$ cat src/rtl/pipeline_ctrl_pkg.sv
// Shared stage indexing, FSM state encoding and stage-mask helper for the pipeline.
// Latency: n/a (types and constants only).
// Backpressure: n/a.
// Contents: ST_* stage indices (IF=0 .. WB=6), STAGES, state_t, stage_mask().
package pipeline_ctrl_pkg;

  localparam int STAGES  = 7;
  localparam int ST_IF   = 0;
  localparam int ST_ID   = 1;
  localparam int ST_EXA  = 2;
  localparam int ST_EXB  = 3;
  localparam int ST_MEMP = 4;
  localparam int ST_MEMR = 5;
  localparam int ST_WB   = 6;

  typedef enum logic [1:0] {
    RUN         = 2'd0,
    LD_STALL    = 2'd1,
    MEM_WAIT    = 2'd2,
    MEM_WAIT_BR = 2'd3
  } state_t;

  // Contiguous run of stage bits lo..hi inclusive.
  function automatic logic [STAGES-1:0] stage_mask(input int lo, input int hi);
    logic [STAGES-1:0] m;
    m = '0;
    for (int i = 0; i < STAGES; i++) begin
      if (i >= lo && i <= hi) m[i] = 1'b1;
    end
    return m;
  endfunction

endpackage

$ cat src/rtl/pipeline_ctrl_sat_counter.sv
// Saturating up-counter used for pipeline performance statistics.
// Latency: value reflects inc one clock after it is sampled.
// Backpressure: none; holds at all-ones instead of wrapping.
// Ports: clk, rst_n (async active-low), inc (count this cycle), value (current count).
module sat_counter #(
  parameter int WIDTH = 16
) (
  input  logic             clk,
  input  logic             rst_n,
  input  logic             inc,
  output logic [WIDTH-1:0] value
);

  always_ff @(posedge clk or negedge rst_n) begin
    if (!rst_n) begin
      value <= '0;
    end else if (inc && (value != {WIDTH{1'b1}})) begin
      value <= value + WIDTH'(1);
    end
  end

endmodule

$ cat src/rtl/pipeline_ctrl.sv
// Hazard controller for a 7-stage pipeline: memory wait, branch redirect, load-use stall.
// Latency: stall/flush/redirect/timeout are combinational (zero cycle); FSM and counters registered.
// Backpressure: a data-memory wait freezes IF..MEMP and bubbles MEMR; forced release after MEM_TIMEOUT cycles.
// Ports: hazard inputs (no_forwarding_data, branch_*_EXB, mem_req_MEMP, mem_ready);
//        per-stage stall_o/flush_o, redirect_valid_o/redirect_pc_o, mem_timeout_o, perf counters.
module pipeline_ctrl
  import pipeline_ctrl_pkg::*;
#(
  parameter int MEM_TIMEOUT = 255,
  parameter int PC_W        = 64
) (
  input  logic              clk,
  input  logic              rst_n,
  input  logic              no_forwarding_data,
  input  logic              branch_taken_EXB,
  input  logic [PC_W-1:0]   branch_target_EXB,
  input  logic              mem_req_MEMP,
  input  logic              mem_ready,
  output logic [STAGES-1:0] stall_o,
  output logic [STAGES-1:0] flush_o,
  output logic              redirect_valid_o,
  output logic [PC_W-1:0]   redirect_pc_o,
  output logic              mem_timeout_o,
  output logic [31:0]       stall_cycles_o,
  output logic [15:0]       redirect_count_o
);

  localparam int TMO_W = $clog2(MEM_TIMEOUT + 1);
  localparam int CNT_W = (TMO_W > 8) ? TMO_W : 8;

  localparam logic [STAGES-1:0] M_ALL        = stage_mask(ST_IF, ST_WB);
  localparam logic [STAGES-1:0] M_WAIT_STALL = stage_mask(ST_IF, ST_MEMP);
  localparam logic [STAGES-1:0] M_WAIT_FLUSH = stage_mask(ST_MEMR, ST_MEMR);
  localparam logic [STAGES-1:0] M_TMO_FLUSH  = stage_mask(ST_MEMP, ST_MEMP);
  // Everything younger than the resolving stage is on the wrong path.
  localparam logic [STAGES-1:0] M_REDIR      = stage_mask(ST_IF, ST_EXB - 1);
  localparam logic [STAGES-1:0] M_LU_STALL   = stage_mask(ST_IF, ST_ID);
  localparam logic [STAGES-1:0] M_LU_FLUSH   = stage_mask(ST_EXA, ST_EXA);

  state_t            state_q, state_n;
  logic [PC_W-1:0]   tgt_q, tgt_n;
  logic [CNT_W-1:0]  cnt_q, cnt_n;

  logic wait_c;
  logic pending;
  logic in_wait;
  logic timeout;

  assign wait_c  = mem_req_MEMP & ~mem_ready;
  // The pending-branch flag is carried by the state encoding itself.
  assign pending = (state_q == MEM_WAIT_BR);
  assign in_wait = (state_q == MEM_WAIT) || pending;
  assign timeout = wait_c && (cnt_q == CNT_W'(MEM_TIMEOUT - 1));

  always_comb begin
    stall_o          = '0;
    flush_o          = '0;
    redirect_valid_o = 1'b0;
    redirect_pc_o    = '0;
    mem_timeout_o    = 1'b0;
    state_n          = state_q;
    tgt_n            = tgt_q;
    cnt_n            = cnt_q;

    if (!rst_n) begin
      flush_o = M_ALL;
      state_n = RUN;
      tgt_n   = '0;
      cnt_n   = '0;
    end else if (timeout) begin
      // Forced release: drop the stuck MEMP request, still honour a pending branch.
      mem_timeout_o = 1'b1;
      flush_o       = M_TMO_FLUSH;
      if (pending || branch_taken_EXB) begin
        redirect_valid_o = 1'b1;
        redirect_pc_o    = branch_taken_EXB ? branch_target_EXB : tgt_q;
        flush_o          = flush_o | M_REDIR;
      end
      state_n = RUN;
      tgt_n   = '0;
      cnt_n   = '0;
    end else if (wait_c) begin
      stall_o = M_WAIT_STALL;
      flush_o = M_WAIT_FLUSH;
      cnt_n   = cnt_q + CNT_W'(1);
      // A branch resolving while frozen is parked and replayed at release.
      if (branch_taken_EXB) tgt_n = branch_target_EXB;
      state_n = (branch_taken_EXB || pending) ? MEM_WAIT_BR : MEM_WAIT;
    end else if (in_wait) begin
      if (pending || branch_taken_EXB) begin
        redirect_valid_o = 1'b1;
        redirect_pc_o    = branch_taken_EXB ? branch_target_EXB : tgt_q;
        flush_o          = M_REDIR;
      end
      state_n = RUN;
      tgt_n   = '0;
      cnt_n   = '0;
    end else if (branch_taken_EXB) begin
      // Load-use on a wrong-path instruction is irrelevant; it is being flushed.
      redirect_valid_o = 1'b1;
      redirect_pc_o    = branch_target_EXB;
      flush_o          = M_REDIR;
      state_n          = RUN;
    end else if (no_forwarding_data) begin
      stall_o = M_LU_STALL;
      flush_o = M_LU_FLUSH;
      state_n = LD_STALL;
    end else begin
      state_n = RUN;
    end
  end

  always_ff @(posedge clk or negedge rst_n) begin
    if (!rst_n) begin
      state_q <= RUN;
      tgt_q   <= '0;
      cnt_q   <= '0;
    end else begin
      state_q <= state_n;
      tgt_q   <= tgt_n;
      cnt_q   <= cnt_n;
    end
  end

  sat_counter #(.WIDTH(32)) u_stall_cnt (
    .clk   (clk),
    .rst_n (rst_n),
    .inc   (|stall_o),
    .value (stall_cycles_o)
  );

  sat_counter #(.WIDTH(16)) u_redir_cnt (
    .clk   (clk),
    .rst_n (rst_n),
    .inc   (redirect_valid_o),
    .value (redirect_count_o)
  );

endmodule

$ cat config.mk
export PLATFORM = sky130hd
export DESIGN_NAME = pipeline_ctrl
export DESIGN_NICKNAME = d
export VERILOG_FILES = /design/src/rtl/pipeline_ctrl_pkg.sv /design/src/rtl/pipeline_ctrl_sat_counter.sv /design/src/rtl/pipeline_ctrl.sv
export SDC_FILE = /design/constraint.sdc
export NUM_CORES = 1
export LEC_CHECK = 0
export BUFFER_PORTS_ARGS = -buffer_cell sky130_fd_sc_hd__buf_2
export CORE_MARGIN = 5
export CORE_UTILIZATION = 48
export CTS_BUF_LIST = sky130_fd_sc_hd__clkbuf_2 sky130_fd_sc_hd__clkbuf_4 sky130_fd_sc_hd__clkbuf_8
export CTS_CLUSTER_DIAMETER = 120
export DETAILED_ROUTE_END_ITERATION = 7
export GPL_TIMING_DRIVEN = 0
export HOLD_SLACK_MARGIN = 0.03
export PLACE_DENSITY = 0.79
export SLEW_MARGIN = 0
export SYNTH_ARGS = -nofsm -noshare
export SYNTH_HDL_FRONTEND = slang
export SYNTH_SLANG_ARGS = --single-unit
export TNS_END_PERCENT = 10
$ cat constraint.sdc
create_clock -name clk -period 1.9 [get_ports clk]
set_input_delay 0.095 -clock clk [delete_from_list [all_inputs] [get_ports clk]]
set_output_delay 0.095 -clock clk [all_outputs]
set_load 0.005 [all_outputs]
# --- Word level (Yosys, flattened, before mapping) ---
# Index checks and enable logic that the tools add are counted.
word_totals:
  reg_bits: 122
  inputBits: 70
  output_inout_bits: 128
  wordCells: 66
classes:
  addsub: 3
  n_eq_ne: 6
  muxes: 44
  n_bitwise: 2
  reduce_logical: 6
op_table:
  columns: ["operator", "count"]
  rows:
  - ["64-bit two-way mux", 11]
  - ["7-bit two-way mux", 5]
  - ["32-bit by 1-bit adder with 32-bit output, second input constant", 1]
  - ["8-bit two-way mux", 4]
  - ["32-bit inequality test, second input constant", 1]
  - ["16-bit by 1-bit adder with 16-bit output, second input constant", 1]
  - ["16-bit inequality test, second input constant", 1]
  - ["1-bit two-way mux", 12]
  - ["2-bit two-way mux", 6]
  - ["3-bit two-way mux", 4]
  - ["5-bit two-way mux", 2]
  - ["8-bit by 1-bit adder with 8-bit output, second input constant", 1]
  - ["8-bit equality test, second input constant", 1]
  - ["7-bit OR reduction", 1]
  - ["2-bit equality test, second input constant", 2]
  - ["4-bit by 1-bit inequality test with 1-bit output, second input constant", 1]
  - ["1-bit logical AND", 3]
  - ["1-bit logical OR", 2]
  - ["1-bit AND", 1]
  - ["1-bit inverter", 1]

# --- Logic depth before layout (Yosys ltp) ---
# Gate-level depths: netlist (run 1).
depth:
  depth_word: 8
  depth_mapped: 9
  depth_no_buf: 8

# --- Hierarchy ---
# From an unflattened synthesis (run 1), not the netlist that was laid out.
unflattened:
  hier_cells: 660
  hier_area_um2: 6542.5
by_module_without_submodules:
  columns: ["mod", "instances", "cells_per_inst", "area_per_inst_um2", "seq_area_each_um2"]
  rows:
  - ["pipeline_ctrl", 1, 443, 4135.2, 1851.8]
  - ["sat_counter at u_stall_cnt", 1, 140, 1522.7, 800.8]
  - ["sat_counter at u_redir_cnt", 1, 77, 884.6, 400.4]

# --- Worst setup path before layout (run 1) ---
# No wires, ideal clock.
synth_path:
  kind: "register -> register"
  start: "register u_redir_cnt.value[0]"
  end: "register u_redir_cnt.value[8]"
  setup_time_ps: 126
  t_arrival_ps: 1839
  required_time_ps: 1774
  setup_slack_ps: -65
  path_stages_with_launch: 8
  path_buffers: 1
  synth_period_minus_slack_ps: 1965
  path_cell_list: "dfrtp_1 ha_1 nand3_1 or4_4 o211a_1 buf_6 and3_1 xor2_1"
synth_between:
  elab_chain_cells: 2
  word_cells_on_any_way: 3
  cone_classes: "1 x add/sub; 1 x eq/ne; 1 x reduce/logical"
synth_rtl:
  columns: ["element", "line", "rtl"]
  rows:
  - ["from (decl)", "pipeline_ctrl_sat_counter.sv:11", "output logic [WIDTH-1:0] value"]
  - ["from (signal assigned)", "pipeline_ctrl_sat_counter.sv:18", "value <= value + WIDTH'(1);"]
  - ["branches (longest 2 deep; another with 16-bit by 1-bit adder with 16-bit output)", null, null]
# Parallel ways; which one is timed is not known.
# A chain may end at the register's enable or synchronous reset.

# --- Worst setup path after layout (run 1) ---
layout_path:
  start: "register cnt_q[1]"
  end: "output redirect_pc_o[44]"
layout_between:
  elab_chain_cells: 4
layout_rtl:
  columns: ["element", "line", "rtl"]
  rows:
  - ["from (decl)", "pipeline_ctrl.sv:42", "logic [CNT_W-1:0] cnt_q, cnt_n;"]
  - ["from (signal assigned)", "pipeline_ctrl.sv:121", "cnt_q <= cnt_n;"]
  - ["8-bit equality test", "pipeline_ctrl.sv:53", "assign timeout = wait_c && (cnt_q == CNT_W'(MEM_TIMEOUT - 1));"]
  - ["1-bit logical AND", "pipeline_ctrl.sv:53", null]
  - ["64-bit two-way mux", "pipeline_ctrl.sv:70", "end else if (timeout) begin"]
  - ["64-bit two-way mux", "pipeline_ctrl.sv:65", "if (!rst_n) begin"]
  - ["to (decl)", "pipeline_ctrl.sv:22", "output logic [PC_W-1:0] redirect_pc_o,"]
# Every way passes these cells.

==> results, run 1 <==
- Entering global routing, the biggest net connects 78 pins.
- The kind of critical path is reg -> out.
- The sum of buffers and inverters on the critical path is 4.
- The launch point of the worst reg-to-reg path is u_redir_cnt.value[0]$_DFFE_PN0P_.
- The standard cell with the maximum stage delay on the critical path is dfrtp_1.
- The width of the die is 123 µm.
- The largest total area in the synthesized netlist belongs to dfrtp_1.
- The area added between synthesis and finish is 50.9%.
- The final hold violation count is 0.
- For this run, the number of standard cells in the final layout without fillers is 1091.
- STA classifies the critical path startpoint as a register.
- The detailed-route DRC error count is 0.
- Of the available clock period, the critical path in the final layout requires 125%.
- The die height is 123 µm.
- The worst max-slew margin expressed relative to the limit is 55.7%.
- The cell type with the highest occurrence count on the critical path is a22o_1.
- Across the VDD grid, the largest voltage drop is 0.413 mV.
- The number of synthesized flops with an enable pin is 0.
- The Yosys step of the flow raised 0 warnings.
- The power per unit of standard cell area is 724 nW/µm².
- At the pin with the least slew margin, the transition time is 0.664 ns.
- The cell sitting at the root of the clock tree is a clkbuf_8.
- The average footprint of a synthesized cell is 10.5 µm².
- The total instance count after detailed placement is 952.
- The number of antenna violations at the first check in global routing is 0.
- The final reports fail on negative setup slack.
- The number of top-level pins is 198.
- The fraction of final layout cells with drive strength greater than 1 is 40.4%.
- The violation count after the first detailed-route iteration is 493.
- For this run, the post-layout net count is 977.
- The number of buffers created by CTS is 17.
- Data on the critical path arrives at its endpoint at 2.29 ns.
- The region available for standard cell placement spans 12500 µm².
- The first detailed-routing pass took 5 iterations.
- The post-layout utilization of the core is 73.5%.
- The worst-case setup margin in the final layout is -0.480 ns.
- The total overflow left after global routing is 0.
- Hold is met by 0.171 ns.
- At the later pin of the worst-skew pair, clock insertion delay measures 0.44 ns.
- The final route contains 6263 vias.
- For this block, the routed nets add up to 21.1 mm of wire.
- On the critical path the largest part of the delay comes from buffers and inverters.
- Synthesis inferred 122 register bits.
- The detail route stage leaves a number of antenna-violating nets equal to 0.
- Of all flip-flops after synthesis, the portion carrying an async set or reset was 100%.
- The number of buffers on the longest clock path is 2.
- After layout, the minimum clock period comes to 2.38 ns.
- The portion of synthesized cell area occupied by the leading cell type is 50.1%.
- The floorplan step defined a die boundary enclosing 15100 µm².
- The largest driver fanout on the critical path is 10.
- Based on the critical path, the design can be clocked at up to 420 MHz.
- The startpoint identified for the worst hold timing path is mem_req_MEMP.
- Input and output buffers added on the ports amount to 195.
- In this design, the stage delay of the slowest critical-path cell is 0.41 ns.
- The setup TNS after final layout is -36.99 ns.
- Fill cells in the final layout number 868.
- The tightest min-delay check is of the in -> reg type.
- The post-synthesis instance area is 6100 µm².
- The clock input transition at the sequential cells of the worst setup and hold paths is 0.07 ns.
- Once the floorplan was initialized, standard cells occupied 48.7% of the core.
- The tool flagged a number of max-cap violations equal to 0.
- The end of the worst register-to-register path is u_redir_cnt.value[3]$_DFFE_PN0P_.
- Summed over all nets, the half-perimeter wirelength after detailed placement is 12.7 mm.
- The H-tree depth is 4.
- Setup slack on the worst reg-to-reg path comes out at -0.20 ns.
- Across the routed clock network, the largest skew measured is 0.00796 ns.
- The total setup violations reported at the end of the flow is 157.
- For hold timing, the worst endpoint is state_q[0]$_DFF_PN0_.
- The flow ran to the end, but the final reports show violations.
- The depth of the worst register-to-register path is 7.
- Using the TritonRoute via totals, the vias-per-cell ratio works out to 5.74.
- TritonCTS built the clock tree.
- The worst hold path passes through 3 cells.
- The clock sink total is 122.
- Summed over all cells, the static leakage comes to 4.60 nW.
- The type of element capturing the critical path is an output port.
- Traced cell by cell, the critical path runs through ha_4 -> and4_1 -> a22o_1 -> inv_4 -> nor3_4 -> buf_6 -> buf_8 -> a22o_1 -> buf_2.
- The primary flip-flop cell chosen by synthesis mapping is dfrtp_1.
- The total power consumption of the routed design is 0.00666 W.
- The routability congestion estimate from global placement is 0.897.
- The global-route usage over all layers is 26.1%.
- The final count of pins violating max slew is 0.
- Yosys attributes the largest share of cell area to dfrtp_1 (50%), a22o_1 (15%), xnor2_1 (5.3%).
- The worst endpoint required time is 1.80 ns.
- In the final routed layout, each cell accounts on average for 19.4 µm.
- The post-synthesis sequential area ratio is 50.1%.
- The first global-routing pass estimated 30.7 mm of wire.
- The number of cells produced by synthesis is 583.
- The number of standard-cell rows in the floorplan is 41.
- The netlist uses 48 different library cells.
- Setup repair after global routing could not meet its margin everywhere.
- The number of global-route vias before repair is 6100.
-- worst register-to-register path: cells and delay by family (launching register included) --
| family | cells | cell delay [ns] |
|---|---|---|
| simple gates | 3 | 0.80 |
| flops | 1 | 0.43 |
| compound gates | 1 | 0.24 |
| fa+ha+maj | 1 | 0.23 |
| buf+inv | 1 | 0.14 |
| xor+xnor | 1 | 0.14 |
-- logic make-up (layout without fill, tap and decap cells) --
group                      count (synthesis)  count (layout)  share of synthesized area (%)
and+or+nand+nor                          184             185                           16.5
AOI/OAI and AO/OA                        170             170                           21.1
DFF                                      122             122                           50.1
buffers and inverters                     51             382                           4.06
xor gates and xnor gates                  49              49                           7.04
adders and majority gates                  4               4                          0.821
muxes                                      2               2                          0.431
other                                      1               5                         0.0615
-- area by class of cell --
cell class	count	area [µm²]	share of cell area [%]
diodes	3	7.51	0.0816
plain buffers	42	329	3.58
well taps	172	215	2.34
multi-input cells	412	3120	33.9
clock inverters	9	145	1.58
inverters	9	38.8	0.422
flip-flops and latches	122	3060	33.2
repair buffers	299	2000	21.8
clock buffers	23	285	3.10
-- placed cells by master, fill, tap and decap left out, types with 6 or more instances in the layout --
| cell type | instances |
|---|---|
| dfrtp_1 | 118 |
| nor2_1 | 27 |
| a21oi_1 | 20 |
| nand4_1 | 25 |
| dlygate4sd3_1 | 65 |
| xor2_1 | 12 |
| a22o_1 | 102 |
| and4_1 | 6 |
| xnor2_1 | 37 |
| buf_4 | 47 |
| nand3_1 | 18 |
| o21ai_2 | 9 |
| buf_2 | 201 |
| a21oi_2 | 8 |
| and3_1 | 11 |
| a22oi_1 | 9 |
| buf_6 | 11 |
| clkbuf_4 | 6 |
| and2_1 | 24 |
| clkbuf_8 | 18 |
| nand2_1 | 32 |
-- cell usage after synthesis (5+ instances only) --
| master | number |
|---|---|
| buf_2 | 15 |
| and3_1 | 12 |
| clkbuf_1 | 17 |
| and2_1 | 24 |
| nand3_1 | 23 |
| nor3_1 | 5 |
| nand2_1 | 33 |
| dfrtp_1 | 122 |
| xor2_1 | 12 |
| xnor2_1 | 37 |
| inv_1 | 8 |
| a22o_1 | 102 |
| nand4_1 | 25 |
| a21oi_1 | 28 |
| nor2_1 | 35 |
| and4_1 | 6 |
| buf_4 | 8 |
| o21ai_0 | 22 |
| a22oi_1 | 9 |
| nor4_1 | 5 |
-- worst max path at each step --
stage / depth (start not counted) / start / slack, ns / to
after floorplan: 7 / u_redir_cnt.value[0]$_DFFE_PN0P_ / -0.06 / u_redir_cnt.value[8]$_DFFE_PN0P_
after global placement: 9 / rst_n / -2.76 / redirect_pc_o[58]
after detailed placement: 9 / rst_n / -0.95 / redirect_pc_o[58]
after CTS: 11 / cnt_q[0]$_DFFE_PN0P_ / -0.51 / redirect_pc_o[27]
after global routing: 10 / cnt_q[0]$_DFFE_PN0P_ / -0.58 / redirect_pc_o[58]
final: 9 / cnt_q[1]$_DFFE_PN0P_ / -0.48 / redirect_pc_o[44]
-- metrics by stage --
step | area (µm²) | worst slack, ns
finish | 9200 | -0.480
global route | 9190 | -0.584
CTS | 8720 | -0.512
detailed placement | 7330 | -0.947
global placement | 7300 | -2.76
floorplan | 6110 | -0.0571
-- per-layer routing --
metal  wire (µm)  GRT usage [%]  vias to the layer above  share of wire [%]
met5           0              0                        -                  0
met4         541           10.1                        0                2.6
met3        1530           7.00                       60                7.3
met2       10600           43.0                      329                 50
met1        8460           32.7                     3079                 40
li1            -              -                     2795                  -
-- state kept, by name, summed over array words and instances, names as in the netlist --
| register | flops |
|---|---|
| tgt_q | 64 |
| u_stall_cnt.value | 32 |
| u_redir_cnt.value | 16 |
| cnt_q | 8 |
| state_q | 2 |
-- power breakdown --
group	total (W)	leakage (nW)	internal [W]	switching [W]
registers	0.00295	1.66	0.00275	0.000198
clock network	0.00255	0.229	0.00153	0.00102
logic	0.00116	2.71	0.000594	0.000566
total	0.00666	4.60	0.00487	0.00178
-- what timing repair did --
action	4_1_cts	5_1_grt
hold buffers	66	0
buffers inserted	11	25
resized for setup	62	102
cloned	0	5
endpoints found under the hold margin	166	0
pin swaps	10	37
setup endpoints to repair	181	182
(Power assumes the default switching activity.)
==> inputs of run 2 (changes only) <==
--- a/config.mk
+++ b/config.mk
@@ -13,6 +13,7 @@
 export DETAILED_ROUTE_END_ITERATION = 7
 export GPL_TIMING_DRIVEN = 0
 export HOLD_SLACK_MARGIN = 0.03
+export MAX_ROUTING_LAYER = met4
 export PLACE_DENSITY = 0.79
 export SLEW_MARGIN = 0
 export SYNTH_ARGS = -nofsm -noshare
==> constraint.sdc (replaced) <==
create_clock -name clk -period 1.9 [get_ports clk]
set_input_delay 0.095 -clock clk [delete_from_list [all_inputs] [get_ports clk]]
set_output_delay 0.095 -clock clk [all_outputs]
set_load 0.01 [all_outputs]
==> run 2 against run 1 <==
  * Non-clock buffer count down 22
  * Largest cell class is now registers
  * The flow finishes with violations (negative hold slack, negative setup slack)
  * Final cell count is 2.3% lower
  * Critical path type unchanged
  * Die area did not move
  * Core utilization down 2.9 points
==> results, run 2 (synthesized netlist as in run 1, its figures left out) <==
- Among the stages of the critical path, the cell type that occurs most often is a22o_1.
- The clock sink total is 122.
- The initial core utilization is 48.7%.
- The tightest hold path in the finished design has a slack of -0.476 ns.
- The worst-case setup margin in the final layout is -0.527 ns.
- The detailed-route DRC error count is 0.
- The library cells used most frequently in the layout, excluding fill and tap cells, are buf_2 (197), dfrtp_1 (119), a22o_1 (102), dlygate4sd3_1 (65), xnor2_1 (37).
- Clock latency on the worst-skew pair, taken at its later pin, is 0.45 ns.
- The residual antenna-violating net count after detailed routing is 0.
- The number of top-level pins is 198.
- Compared with the post-synthesis result, the final layout area differs by 44.9%.
- For the worst setup path, the data arrival time is 2.33 ns.
- The hold buffer count at cts is 65.
- The critical path startpoint category is a register.
- After detailed placement, the total cell area comes to 7340 µm².
- The flow ran to the end, but the final reports show violations.
- The total of buffers placed on input and output ports is 195.
- The number of search-and-repair iterations in the first detailed-routing pass is 6.
- The type of element capturing the critical path is an output port.
- The tightest min-delay check is of the in -> async type.
- In the final routed layout, each cell accounts on average for 18.5 µm.
- CTS built an H-tree with a depth of 4.
- Setup repair after global routing could not meet its margin everywhere.
- The final setup skew is 0.00788 ns.
- The number of global-route vias before repair came to 5995.
- The share of the clock period used by the worst path after layout is 128%.
- The leakage power total is 4.46 nW.
- The number of clock buffers added by TritonCTS is 17.
- The worst max-slew margin expressed relative to the limit is 58.9%.
- The area of the die is 15100 µm².
- The peak supply drop is 0.497 mV.
- TritonCTS built the clock tree.
- For this run, the share of the core covered by cells in the final layout is 70.6%.
- Walking the worst path, the cells encountered are inv_1 -> ha_2 -> and4_1 -> a22o_1 -> inv_2 -> nor2_4 -> buf_12 -> buf_8 -> a22o_1 -> buf_2.
- The HPWL after detailed placement is 12.8 mm.
- The pin count of the biggest net entering global routing is 63.
- After detailed routing, the number of vias per cell comes to 5.64.
- The filler cell count is 930.
- The most common library cell in the layout ignoring fill and taps is buf_2.
- The fraction of final layout cells with drive strength greater than 1 is 35.5%.
- The peak per-stage delay on the critical path is 0.34 ns.
- The net count of the finished layout is 954.
- The longest clock path from root to sink contains 2 buffers.
- The kind of critical path is reg -> out.
- In this run the register-to-register setup slack is -0.21 ns.
- The final count of pins violating max slew is 0.
- The final hold violation count is 122.
- Detailed routing inserted a total of 6008 vias.
- Once layout is complete, the cells apart from fillers number 1066.
- The number of antenna violations at the first check in global routing is 0.
- For the pin with the worst max-slew slack, the measured transition is 0.617 ns.
- Along the worst path, the maximum fanout reaches 10.
- In this run the critical register-to-register path is launched from u_redir_cnt.value[1]$_DFFE_PN0P_.
- The slowest stage of the critical path is the dfrtp_1 cell.
- The worst endpoint required time is 1.80 ns.
- Measured in cells, the most critical reg-to-reg path has a length of 7.
- The cell chosen for the clock root is clkbuf_8.
- Routability-driven placement finished with a final weighted congestion of 0.887.
- The final reports fail on negative hold slack, negative setup slack.
- Timing would allow up to 412 MHz.
- The power per unit of standard cell area is 729 nW/µm².
- In this run the critical register-to-register path is captured at u_redir_cnt.value[3]$_DFFE_PN0P_.
- The die height is 123 µm.
- The register with the most flip-flops in the final layout is tgt_q.
- The total setup violations reported at the end of the flow is 88.
- In the global route stage, overall resource usage came out at 26.6%.
- For this block, the routed nets add up to 19.7 mm of wire.
- In this run the core area contains 41 standard-cell rows.
- The shortest period the worst path allows is 2.43 ns.
- The total overflow left after global routing is 0.
- The register with the most flip-flops in the layout has 64 of them.
- The clock input transition at the sequential cells of the worst setup and hold paths is 0.07 ns.
- The first-pass GRT wire length is 30.2 mm.
- The largest registers in the layout are tgt_q: 64 flops, u_stall_cnt.value: 32 flops, u_redir_cnt.value: 16 flops.
- Once layout is done, the placed cells without fillers occupy 8840 µm².
- The max-capacitance violation count is 0.
- The core area is 12500 µm².
- Measured along the x axis, the die boundary spans 123 µm.
- The multi-input combinational cell area is 2950 µm².
- Including well taps, the total number of placed cells is 952.
- The sequential cell area in the final layout is 3060 µm².
- The detailed router finished its first iteration with 521 violations.
[run 2: metrics by stage]
stage,TNS (ns),hold slack [ns],worst slack (ns),total power (W)
3_3_place_gp,-525.30,0.337,-2.85,0.00391
2_1_floorplan,-0.692,-0.201,-0.0758,0.00348
6_report,-31.71,-0.476,-0.527,0.00644
4_1_cts,-33.77,-0.425,-0.477,0.00645
3_5_place_dp,-108.80,0.115,-1.15,0.00397
5_1_grt,-49.47,-0.479,-0.650,0.00674
[run 2: worst max path at each step]
stage                                     startpoint                                to  slack (ns)
floorplan           u_redir_cnt.value[1]$_DFFE_PN0P_  u_redir_cnt.value[3]$_DFFE_PN0P_       -0.08
global placement                               rst_n                 redirect_pc_o[49]       -2.85
detailed placement                             rst_n                 redirect_pc_o[49]       -1.15
CTS                             cnt_q[0]$_DFFE_PN0P_                 redirect_pc_o[31]       -0.48
global route                    cnt_q[0]$_DFFE_PN0P_                 redirect_pc_o[46]       -0.65
finish                          cnt_q[0]$_DFFE_PN0P_                 redirect_pc_o[46]       -0.53
[run 2: where the power goes]
group | total [W] | internal (W) | switching [W]
Combinational | 0.00117 | 0.000565 | 0.000610
Sequential | 0.00294 | 0.00275 | 0.000190
Clock | 0.00233 | 0.00132 | 0.00101
[run 2: repair_timing]
item | 4_1_cts | 5_1_grt
setup endpoints to repair | 179 | 184
buffers inserted | 11 | 3
hold endpoints to repair | 187 | 122
gates resized for setup | 62 | 48
pin swaps | 16 | 34
cloned | 0 | 2
[run 2: layout make-up]
class,instances,area share (%)
Sequential cell,122,34.6
Multi-Input combinational cell,411,33.4
Timing Repair Buffer,277,20.9
Clock buffer,26,3.98
Buffer,42,3.61
Tap cell,172,2.44
Clock inverter,6,0.651
Inverter,9,0.382
Antenna cell,1,0.0283
[run 2: critical path: cells and delay by family, from the launching register on]
kind | cells | cell delay (ns)
AOI/OAI and AO/OA | 2 | 0.47
adders and majority gates | 1 | 0.19
and+or+nand+nor | 2 | 0.25
buffers and inverters | 5 | 0.61
DFF | 1 | 0.34
[run 2: layer usage]
metal  routed length [µm]  GRT usage (%)  part of all wire (%)
met1                 8000           32.6                    41
met2                 9950           42.4                    50
met3                 1300           5.76                   6.6
met4                  467           11.7                   2.4
met5                    0              -                     0
==> inputs of run 3 (changes only) <==
--- a/config.mk
+++ b/config.mk
@@ -15,6 +15,7 @@
 export HOLD_SLACK_MARGIN = 0.03
 export MAX_ROUTING_LAYER = met4
 export PLACE_DENSITY = 0.79
+export RECOVER_POWER = 50
 export SLEW_MARGIN = 0
 export SYNTH_ARGS = -nofsm -noshare
 export SYNTH_HDL_FRONTEND = slang
==> run 3 against run 2 <==
  * The run ends with negative hold slack, max-capacitance violations, max-slew violations, negative setup slack left
  * Core utilization down 0.18 points
  * Clock skew barely moved
  * Via count shrank 0.45%
  * Setup slack improved by 0.00078 ns
  * Register-to-register slack barely moved
  * Final cell count is the same
  * Clock power hardly changed
  * Critical path type unchanged
==> results, run 3 (synthesized netlist as in run 1, its figures left out) <==
- The flow ran to the end, but the final reports show violations.
- The final reports fail on negative hold slack, max-capacitance violations, max-slew violations, negative setup slack.
- The critical path startpoint category is a register.
- In this run, placement finished with an instance count of 952.
- Dividing total power by cell area gives a power density of 730 nW/µm².
- The total routed wirelength is 19.7 mm.
- The hold buffer count at cts is 65.
- Buffers placed on the I/O ports in this run total 195.
- At the end of routability-driven placement, the weighted congestion stood at 0.887.
- The data arrival time of the critical path is 2.33 ns.
- In this run the worst hold path is classified as in -> async.
- The die height is 123 µm.
- Combinational cells account for 18.2% of the total power.
- In this run, the number of DRC markers left after iteration 0 of detailed routing was 519.
- Per report_power, the clock group accounts for 36.1% of the total.
- From synthesis to final layout, the design area changed by 44.5%.
- Across all hold checks on the routed design, the worst slack comes to -0.485 ns.
- At the worst endpoint, the required time is 1.80 ns.
- The final setup skew is 0.00745 ns.
- In the routed design, unresolved DRC markers number 0.
- The final routed wire length divided by cell count is 18.5 µm.
- Sequential cells burn 45.7% of the power.
- The internal cell power is 0.00463 W.
- The number of top-level pins is 198.
- The floorplan step defined a die boundary enclosing 15100 µm².
- The final instance area is 8810 µm².
- The final count of pins violating max slew is 63.
- The final hold violation count is 60.
- The critical path is of the reg -> out type.
- Setup repair after global routing could not meet its margin everywhere.
- The first global-routing pass estimated 30.2 mm of wire.
- The peak supply drop is 0.498 mV.
- The maximum operating frequency is 412 MHz.
- The die is 123 µm wide.
- The clock input transition at the sequential cells of the worst setup and hold paths is 0.07 ns.
- The worst setup path is captured at an output port.
- The fraction of final layout cells with drive strength greater than 1 is 35.5%.
- The number of buffers on the longest clock path is 2.
- The H-tree depth is 4.
- Of the total power, the share spent switching nets is 28.0%.
- The clock sink total is 122.
- For this run, the post-layout net count is 954.
- The clock latency on the worst-skew pair is 0.45 ns.
- The finished layout holds 1066 standard cells, fillers aside.
- The flip-flop count of the largest register after layout is 64.
- Across the run, the number of max-cap violations was 1.
- The pin count of the biggest net entering global routing is 63.
- The number of search-and-repair iterations in the first detailed-routing pass is 5.
- The total power consumption of the routed design is 0.00644 W.
- The setup TNS after final layout is -31.72 ns.
- The actual slew at the worst max-slew pin is 1.52 ns.
- Leaving out fill and tap cells, the most frequent cell in the layout is buf_2.
- The cell chosen for the clock root is clkbuf_8.
- The leakage power total is 4.45 nW.
- TritonCTS built the clock tree.
- The initial utilization of the core area, before any placement, comes to 48.7%.
- The number of global-route vias before repair is 5995.
- The worst max-slew margin expressed relative to the limit is -1.53%.
- After layout, the worst setup slack is -0.527 ns.
- The top cell types in the final layout, fill and taps aside, are buf_2 (197), dfrtp_1 (119), a22o_1 (102), dlygate4sd3_1 (65), xnor2_1 (37).
- In the finished design, the share of the clock period the worst path needs comes to 128%.
- The number of clock buffers added by TritonCTS is 17.
- The global-route usage over all layers is 26.6%.
- The largest registers in the layout are tgt_q: 64 flops, u_stall_cnt.value: 32 flops, u_redir_cnt.value: 16 flops.
- Detailed placement finished with a half-perimeter wire length of 12.8 mm.
- The count of nets left with antenna violations once routing finished came out at 0.
- The core area is 12500 µm².
- After detailed routing, the number of vias per cell comes to 5.61.
- Setup violations remaining at the end of the flow were counted as 88.
- Along the worst path, the maximum fanout reaches 10.
- After layout, the minimum clock period comes to 2.43 ns.
- The initialized floorplan defines 41 standard-cell rows.
- The number of antenna violations at the first check in global routing is 0.
- Detailed routing inserted a total of 5981 vias.
- The placed instance area is 7340 µm².
- The net load switching power is 0.00180 W.
- The residual overflow from global routing is 0.
- The register with the most flip-flops is tgt_q.
==> run 3: layout make-up <==
type | instances | area, µm²
diodes | 1 | 2.50
plain buffers | 42 | 319
clock buffers | 26 | 352
clock inverters | 6 | 57.6
fillers | 933 | 3700
inverters | 9 | 33.8
multi-input cells | 411 | 2950
flip-flops and latches | 122 | 3060
well taps | 172 | 215
repair buffers | 277 | 1820
==> run 3: critical path, stage by stage, from the launching register on <==
cell     delay, ns
dfrtp_1       0.34
inv_1         0.04
ha_2          0.19
and4_1        0.20
a22o_1        0.23
inv_2         0.13
nor2_4        0.05
buf_12        0.15
buf_8         0.14
a22o_1        0.24
buf_2         0.15
==> run 3: path summary, 6_finish.rpt <==
check	startpoint	endpoint	slack (ns)	cells past startpoint
min in group clk	branch_taken_EXB	state_q[0]$_DFF_PN0_	0.16	3
max	cnt_q[0]$_DFFE_PN0P_	redirect_pc_o[46]	-0.53	10
max in group asynchronous	rst_n	u_stall_cnt.value[4]$_DFFE_PN0P_	0.50	2
min reg2reg	tgt_q[24]$_DFFE_PN0P_	tgt_q[24]$_DFFE_PN0P_	0.49	1
min	rst_n	u_stall_cnt.value[28]$_DFFE_PN0P_	-0.48	1
max reg2reg	u_redir_cnt.value[1]$_DFFE_PN0P_	u_redir_cnt.value[3]$_DFFE_PN0P_	-0.21	7
==> run 3: per-layer routing <==
layer	global-route usage [%]	up-vias	wire, µm
li1	-	2756	-
met1	32.6	2945	8020
met2	42.4	237	9940
met3	5.76	43	1310
met4	11.7	0	459
met5	-	-	0
==> run 3: through the flow <==
step / utilization (%) / setup slack, ns
floorplan: - / -0.0758
global placement: 58.3 / -2.85
detailed placement: 58.6 / -1.15
CTS: 69.3 / -0.477
global route: 70.4 / -0.650
finish: 70.4 / -0.527
==> run 3: repair_timing <==
action                                 in CTS  in global routing
setup endpoints to repair                 179                184
endpoints found under the hold margin     187                122
gates cloned                                0                  2
setup buffers                              11                  3
pin swaps                                  16                 34
resized for setup                          62                 48
==> run 3: power by group through the flow <==
stage	Combinational [W]	Clock (W)	Sequential [W]
final	0.00117	0.00232	0.00294
after global routing	0.00127	0.00250	0.00297
after CTS	0.00114	0.00237	0.00294
after detailed placement	0.000985	0	0.00298
after global placement	0.000943	0	0.00296
after floorplan	0.000472	0	0.00300
